[src/rtl/wb_trace_buffer.sv]
// wb_trace_buffer: filtered, triggerable capture FIFO for retired write-back records.
// Ports: clk/reset (async active-low); wb_* retired-record inputs; cap_mode filter;
// arm/trig_en/trig_pc/post_cnt session control; flush clears storage and counters;
// out_valid/out_ready/out_rec show-ahead drain port; count occupancy, drop_cnt lost
// records, state FSM state. out_rec carries a zero pad bit above seq.
module wb_trace_buffer #(
  parameter int DEPTH = 16,
  parameter int XLEN = 32,
  parameter int SEQW = 8,
  parameter bit OVERWRITE = 1'b0,
  localparam int AW = $clog2(DEPTH),
  localparam int CW = AW + 1,
  localparam int RW = 5 * XLEN + 8 + SEQW
) (
  input  logic            clk,
  input  logic            reset,
  input  logic            wb_valid,
  input  logic [XLEN-1:0] wb_pc,
  input  logic [XLEN-1:0] wb_instruction,
  input  logic [XLEN-1:0] wb_write_data,
  input  logic [XLEN-1:0] wb_mem_addr,
  input  logic [XLEN-1:0] wb_mem_wdata,
  input  logic [4:0]      wb_rd_addr,
  input  logic            wb_RegWrite,
  input  logic            wb_MemWrite,
  input  logic [1:0]      cap_mode,
  input  logic            arm,
  input  logic            trig_en,
  input  logic [XLEN-1:0] trig_pc,
  input  logic [7:0]      post_cnt,
  input  logic            flush,
  output logic            out_valid,
  input  logic            out_ready,
  output logic [RW-1:0]   out_rec,
  output logic [CW-1:0]   count,
  output logic [15:0]     drop_cnt,
  output logic [1:0]      state
);
  typedef enum logic [1:0] {IDLE, ARMED, CAPTURE, FROZEN} state_t;
  state_t state_q, state_d;
  logic [AW-1:0] wr_q, wr_d, rd_q, rd_d;
  logic [CW-1:0] cnt_q, cnt_d;
  logic [15:0] drop_q, drop_d;
  logic [SEQW-1:0] seq_q, seq_d;
  logic [7:0] post_q, post_d;
  logic [RW-1:0] mem [DEPTH];
  logic qual, push, pop, full, we, adv, last;
  // Pushes are suppressed on arm and flush cycles so a record never straddles a counter clear.
  always_comb begin
    qual = wb_valid && (cap_mode == 2'd0 || (cap_mode[0] && wb_RegWrite) || (cap_mode[1] && wb_MemWrite));
    push = qual && !arm && !flush && (state_q == CAPTURE || (state_q == ARMED && wb_pc == trig_pc));
    full = cnt_q == CW'(DEPTH);
    pop = out_valid && out_ready && !flush;
    we = push && (!full || pop || OVERWRITE);
    adv = pop || (we && full);
    last = post_cnt != 8'd0 && ({1'b0, post_q} + 9'd1 >= {1'b0, post_cnt});
    wr_d = flush ? '0 : wr_q + AW'(we);
    rd_d = flush ? '0 : rd_q + AW'(adv);
    cnt_d = flush ? '0 : cnt_q + CW'(we && !adv) - CW'(adv && !we);
    drop_d = (flush || arm) ? '0 : drop_q + 16'(push && full && !pop && drop_q != 16'hFFFF);
    seq_d = (flush || arm) ? '0 : seq_q + SEQW'(push);
    post_d = (flush || arm) ? '0 : post_q + 8'(push);
    state_d = arm ? (trig_en ? ARMED : CAPTURE) : push ? (last ? FROZEN : CAPTURE) : state_q;
  end
  always_ff @(posedge clk or negedge reset) begin
    if (!reset) begin
      state_q <= IDLE;
      wr_q <= '0;
      rd_q <= '0;
      cnt_q <= '0;
      drop_q <= '0;
      seq_q <= '0;
      post_q <= '0;
    end else begin
      state_q <= state_d;
      wr_q <= wr_d;
      rd_q <= rd_d;
      cnt_q <= cnt_d;
      drop_q <= drop_d;
      seq_q <= seq_d;
      post_q <= post_d;
    end
  end
  always_ff @(posedge clk) begin
    if (we) mem[wr_q] <= {1'b0, seq_q, wb_rd_addr, wb_RegWrite, wb_MemWrite, wb_pc, wb_instruction, wb_write_data, wb_mem_addr, wb_mem_wdata};
  end
  assign out_valid = cnt_q != '0;
  assign out_rec = out_valid ? mem[rd_q] : '0;
  assign count = cnt_q;
  assign drop_cnt = drop_q;
  assign state = state_q;
endmodule
[config.mk]
export PLATFORM = sky130hd
export DESIGN_NAME = wb_trace_buffer
export DESIGN_NICKNAME = d
export VERILOG_FILES = /design/src/rtl/wb_trace_buffer.sv
export SDC_FILE = /design/constraint.sdc
export NUM_CORES = 2
export LEC_CHECK = 0
export BUFFER_PORTS_ARGS = -buffer_cell sky130_fd_sc_hd__buf_2
export CORE_MARGIN = 4
export CORE_UTILIZATION = 30
export DETAILED_ROUTE_END_ITERATION = 6
export HOLD_SLACK_MARGIN = 0.08
export SETUP_SLACK_MARGIN = 0.4
export SYNTH_ARGS = -nofsm -noshare
export SYNTH_HDL_FRONTEND = slang
export SYNTH_SLANG_ARGS = --single-unit
[constraint.sdc]
create_clock -name clk -period 27.2 [get_ports clk]
set_input_delay 2.72 -clock clk [delete_from_list [all_inputs] [get_ports clk]]
set_output_delay 2.72 -clock clk [all_outputs]
set_load 0.05 [all_outputs]
==> impl_results.rst <==
.. list-table::
   :header-rows: 1

   * - Metric
     - Value
   * - Run status
     - complete, no violations
   * - Average cell area after synthesis
     - 24.7 um2
   * - Antenna violations before repair
     - 80
   * - Core utilization of the finished layout
     - 35.1%
   * - Count of filler cells inserted in the layout
     - 33,129
   * - # Max-Cap Violations
     - 0
   * - Final GP Congestion
     - 0.724
   * - Fmax
     - 98.4 MHz
   * - Die Outline Area
     - 373,000 um2
   * - Number of buffers on the longest clock path
     - 4
   * - Clock transition time at the flip-flop clock pins of the worst setup and hold paths
     - 0.06 ns
   * - Endpoint type of the worst setup path
     - output port
   * - Most common cell in the synthesized netlist
     - sky130_fd_sc_hd__edfxtp_1
   * - Final worst path period need
     - 10.17 ns
   * - Total Power
     - 10.5 mW
   * - Relative area change from synthesis to final layout
     - 16.5%
   * - Count of final setup violators
     - 0
   * - Hold WC Path Type
     - reg2reg
   * - Cell Rows
     - 221
   * - Num Clock Sinks
     - 2,847
   * - Number of DRC markers after the initial detailed-route iteration
     - 5,536
   * - Worst Path Arrival
     - 7.45 ns
   * - Fin. Hold Viols
     - 0
   * - Number of DRC violations after detailed routing
     - 0
   * - Worst Path Max Fanout
     - 50
   * - Library cells used by synthesis
     - 42
   * - Die extent in y
     - 611 um
   * - Share of the clock period used by the worst path after layout
     - 37.4%
   * - Leading post-synthesis cells by instance count
     - sky130_fd_sc_hd__edfxtp_1 (2,800), sky130_fd_sc_hd__mux4_2 (875), sky130_fd_sc_hd__and2_1 (181)
   * - Footprint of the multi-input gates
     - 22,800 um2
   * - CTS HTree Levels
     - 5
   * - Max-slew violation count
     - 0
   * - Number of enable flip-flop cells after synthesis
     - 2,800
   * - DR vias
     - 50,000
   * - Largest net degree at the start of global routing
     - 106
   * - Worst Clk Skew
     - 0.0872 ns
   * - Slew at the pin closest to its max-slew limit
     - 1.15 ns
   * - IR Drop Worst-Case VDD
     - 0.0000557 V
   * - Aggregate negative setup slack
     - 0 ns
   * - Core outline area
     - 362,000 um2
   * - Via density per instance
     - 4.95
   * - Crit Path Category
     - reg2out
   * - Number of iterations in the first detailed-routing pass
     - 5
   * - Number of flip-flops and latches in the synthesized netlist
     - 2,847
   * - Post-cts hold buffer count
     - 0
   * - Register-to-register setup slack
     - 22.06 ns
   * - Top flip-flop cell by instance count after synthesis
     - sky130_fd_sc_hd__edfxtp_1
   * - Cell type with the largest total area after synthesis
     - sky130_fd_sc_hd__edfxtp_1
   * - Share of cells above drive strength 1
     - 35.2%
   * - TritonCTS Buffers
     - 308
   * - I/O pin cnt
     - 416
   * - Mapped Cells
     - 4,423
   * - Die Wd
     - 611 um
   * - Residual antenna-violating net count after detailed routing
     - 0
   * - Worst setup slack after layout
     - 17.03 ns
   * - Cell at the root of the clock tree
     - sky130_fd_sc_hd__clkbuf_16
   * - Number of port buffers
     - 414
   * - Worst slew margin relative to its limit
     - 23.3%
   * - Share of flip-flops with an asynchronous set or reset
     - 1.65%
   * - Total detailed-routing wirelength
     - 270 mm
   * - Clk_lat worst skew
     - 0.90 ns
   * - Total overflow reported by the global router
     - 0
   * - Post-CTS Repair Setup Buffers
     - 0
   * - Sort of element at the start of the critical path
     - flip-flop
   * - Static leakage
     - 38.7 nW
   * - Power per Cell Area
     - 82.3 nW/um2
   * - Layout net count
     - 5,286
   * - Synthesized net count
     - 4,665
   * - Number of instances resized during post-cts repair
     - 0
   * - Dpl hpwl
     - 140 mm
   * - Global-route wire length before repair
     - 384 mm
   * - Sequential cell area
     - 85,300 um2
   * - RSZ-0062 raised after global routing
     - false
   * - Synth Warn #
     - 0
   * - Worst setup timing slack at the placement stage
     - 17.60 ns
   * - Effective utilization at floorplan
     - 30.1%
   * - Vias in the first global route
     - 52,381
   * - Required time of the worst setup path
     - 24.48 ns
   * - Post-synth top area share
     - 77.1%
   * - Largest cells by area after synthesis
     - sky130_fd_sc_hd__edfxtp_1 (77%), sky130_fd_sc_hd__mux4_2 (18%), sky130_fd_sc_hd__dfrtp_1 (1.1%)
   * - GRT Util Overall
     - 14.1%
   * - Area of the mapped netlist
     - 109,000 um2
   * - Worst hold margin
     - 0.572 ns
   * - Avg WL per Cell
     - 26.7 um
   * - CTS tree
     - done
   * - Sequential element share of the synthesized area
     - 78.1%
state kept, by name, indices dropped and copies added, names as in the netlist:
signal and count:
count 5, drop_cnt 16, mem 2800, post_q 8
rd_q 4, seq_q 8, state 2, wr_q 4
layout by cell type (no fill, tap or decap), types with 3 or more instances in the layout:
cell type                    instances
sky130_fd_sc_hd__a21oi_1            12
sky130_fd_sc_hd__and2_1            181
sky130_fd_sc_hd__and3_1              5
sky130_fd_sc_hd__buf_12              5
sky130_fd_sc_hd__buf_2             414
sky130_fd_sc_hd__buf_4             119
sky130_fd_sc_hd__bufinv_16          26
sky130_fd_sc_hd__clkbuf_1           74
sky130_fd_sc_hd__clkbuf_16         310
sky130_fd_sc_hd__clkbuf_8            3
sky130_fd_sc_hd__clkinv_1           59
sky130_fd_sc_hd__clkinv_16           4
sky130_fd_sc_hd__clkinv_2           42
sky130_fd_sc_hd__clkinv_4            4
sky130_fd_sc_hd__clkinv_8            6
sky130_fd_sc_hd__clkinvlp_4          6
sky130_fd_sc_hd__dfrtp_1            43
sky130_fd_sc_hd__dfrtp_4             4
sky130_fd_sc_hd__diode_2            27
sky130_fd_sc_hd__edfxtp_1         2800
sky130_fd_sc_hd__ha_1               25
sky130_fd_sc_hd__inv_1              16
sky130_fd_sc_hd__inv_16              6
sky130_fd_sc_hd__inv_6              11
sky130_fd_sc_hd__mux4_2            875
sky130_fd_sc_hd__nand2_1            10
sky130_fd_sc_hd__nand3_1            29
sky130_fd_sc_hd__nand4_1            21
sky130_fd_sc_hd__nor2_1             41
sky130_fd_sc_hd__nor2b_1            12
sky130_fd_sc_hd__nor3_2             16
sky130_fd_sc_hd__nor4_1              4
sky130_fd_sc_hd__o21ai_0             7
sky130_fd_sc_hd__or3_1               5
sky130_fd_sc_hd__xnor2_1            41
sky130_fd_sc_hd__xor2_1             26
final timing paths:
check                              from            to  depth (start not counted)
max                             rd_q[0]   out_rec[14]                          9
min                        drop_cnt[15]  drop_cnt[15]                          2
max reg2reg                    state[1]    mem[8][58]                          7
min reg2reg                drop_cnt[15]  drop_cnt[15]                          2
max in group asynchronous         reset       rd_q[3]                          2
min in group asynchronous         reset   drop_cnt[7]                          2
routing by layer:
metal  GRT usage [%]  vias up  share of wire [%]
met5               0        -              0.054
met4            3.37       24                2.2
met3            2.94      424                7.2
met2            22.7     1853                 48
met1            19.8    27401                 43
li1                -    20298                  -
critical path, stage by stage (launching register included):
cell and delay [ns]:
sky130_fd_sc_hd__dfrtp_4 0.86, sky130_fd_sc_hd__buf_4 0.89, sky130_fd_sc_hd__buf_4 0.73, sky130_fd_sc_hd__buf_4 0.79, sky130_fd_sc_hd__buf_4 0.81, sky130_fd_sc_hd__buf_4 0.77, sky130_fd_sc_hd__mux4_2 0.59, sky130_fd_sc_hd__mux4_2 0.52
sky130_fd_sc_hd__and2_1 0.20, sky130_fd_sc_hd__buf_2 0.22
kinds of logic (layout without fill, tap and decap cells):
kind of cell | after synthesis | count (layout) | share of synthesized area, %
flip-flops | 2847 | 2847 | 78.1
multiplexers | 876 | 876 | 18.1
AND/OR/NAND/NOR | 334 | 334 | 1.76
buffers and inverters | 243 | 1107 | 1.04
XOR/XNOR | 67 | 67 | 0.538
AO/OA/AOI/OAI | 29 | 29 | 0.161
adder cells (fa/ha/maj) | 26 | 26 | 0.305
other | 1 | 28 | 0.00344
per-stage QoR:
step                      cells  cell area (um2)
after global placement     9528           117000
after CTS                 10081           127000
final                     10108           127000
after global routing      10088           127000
after floorplan            4423           109000
after detailed placement   9528           117000
power by group:
| part | leakage (nW) | total [mW] | switching [mW] | internal, mW |
|---|---|---|---|---|
| Sequential | 25.8 | 4.83 | 0.0132 | 4.82 |
| Clock | 4.78 | 4.07 | 1.70 | 2.37 |
| Combinational | 8.10 | 1.56 | 1.04 | 0.518 |
| Total | 38.7 | 10.5 | 2.75 | 7.71 |
layout make-up:
class	instances	share of cell area, %
clock buffers	387	6.35
well taps	4794	4.72
repair buffers	538	2.41
flip-flops and latches	2847	67.1
diodes	27	0.0532
clock inverters	166	1.37
multi-input cells	1333	18.0
inverters	16	0.0472
Power figures use the tool's default switching activity.
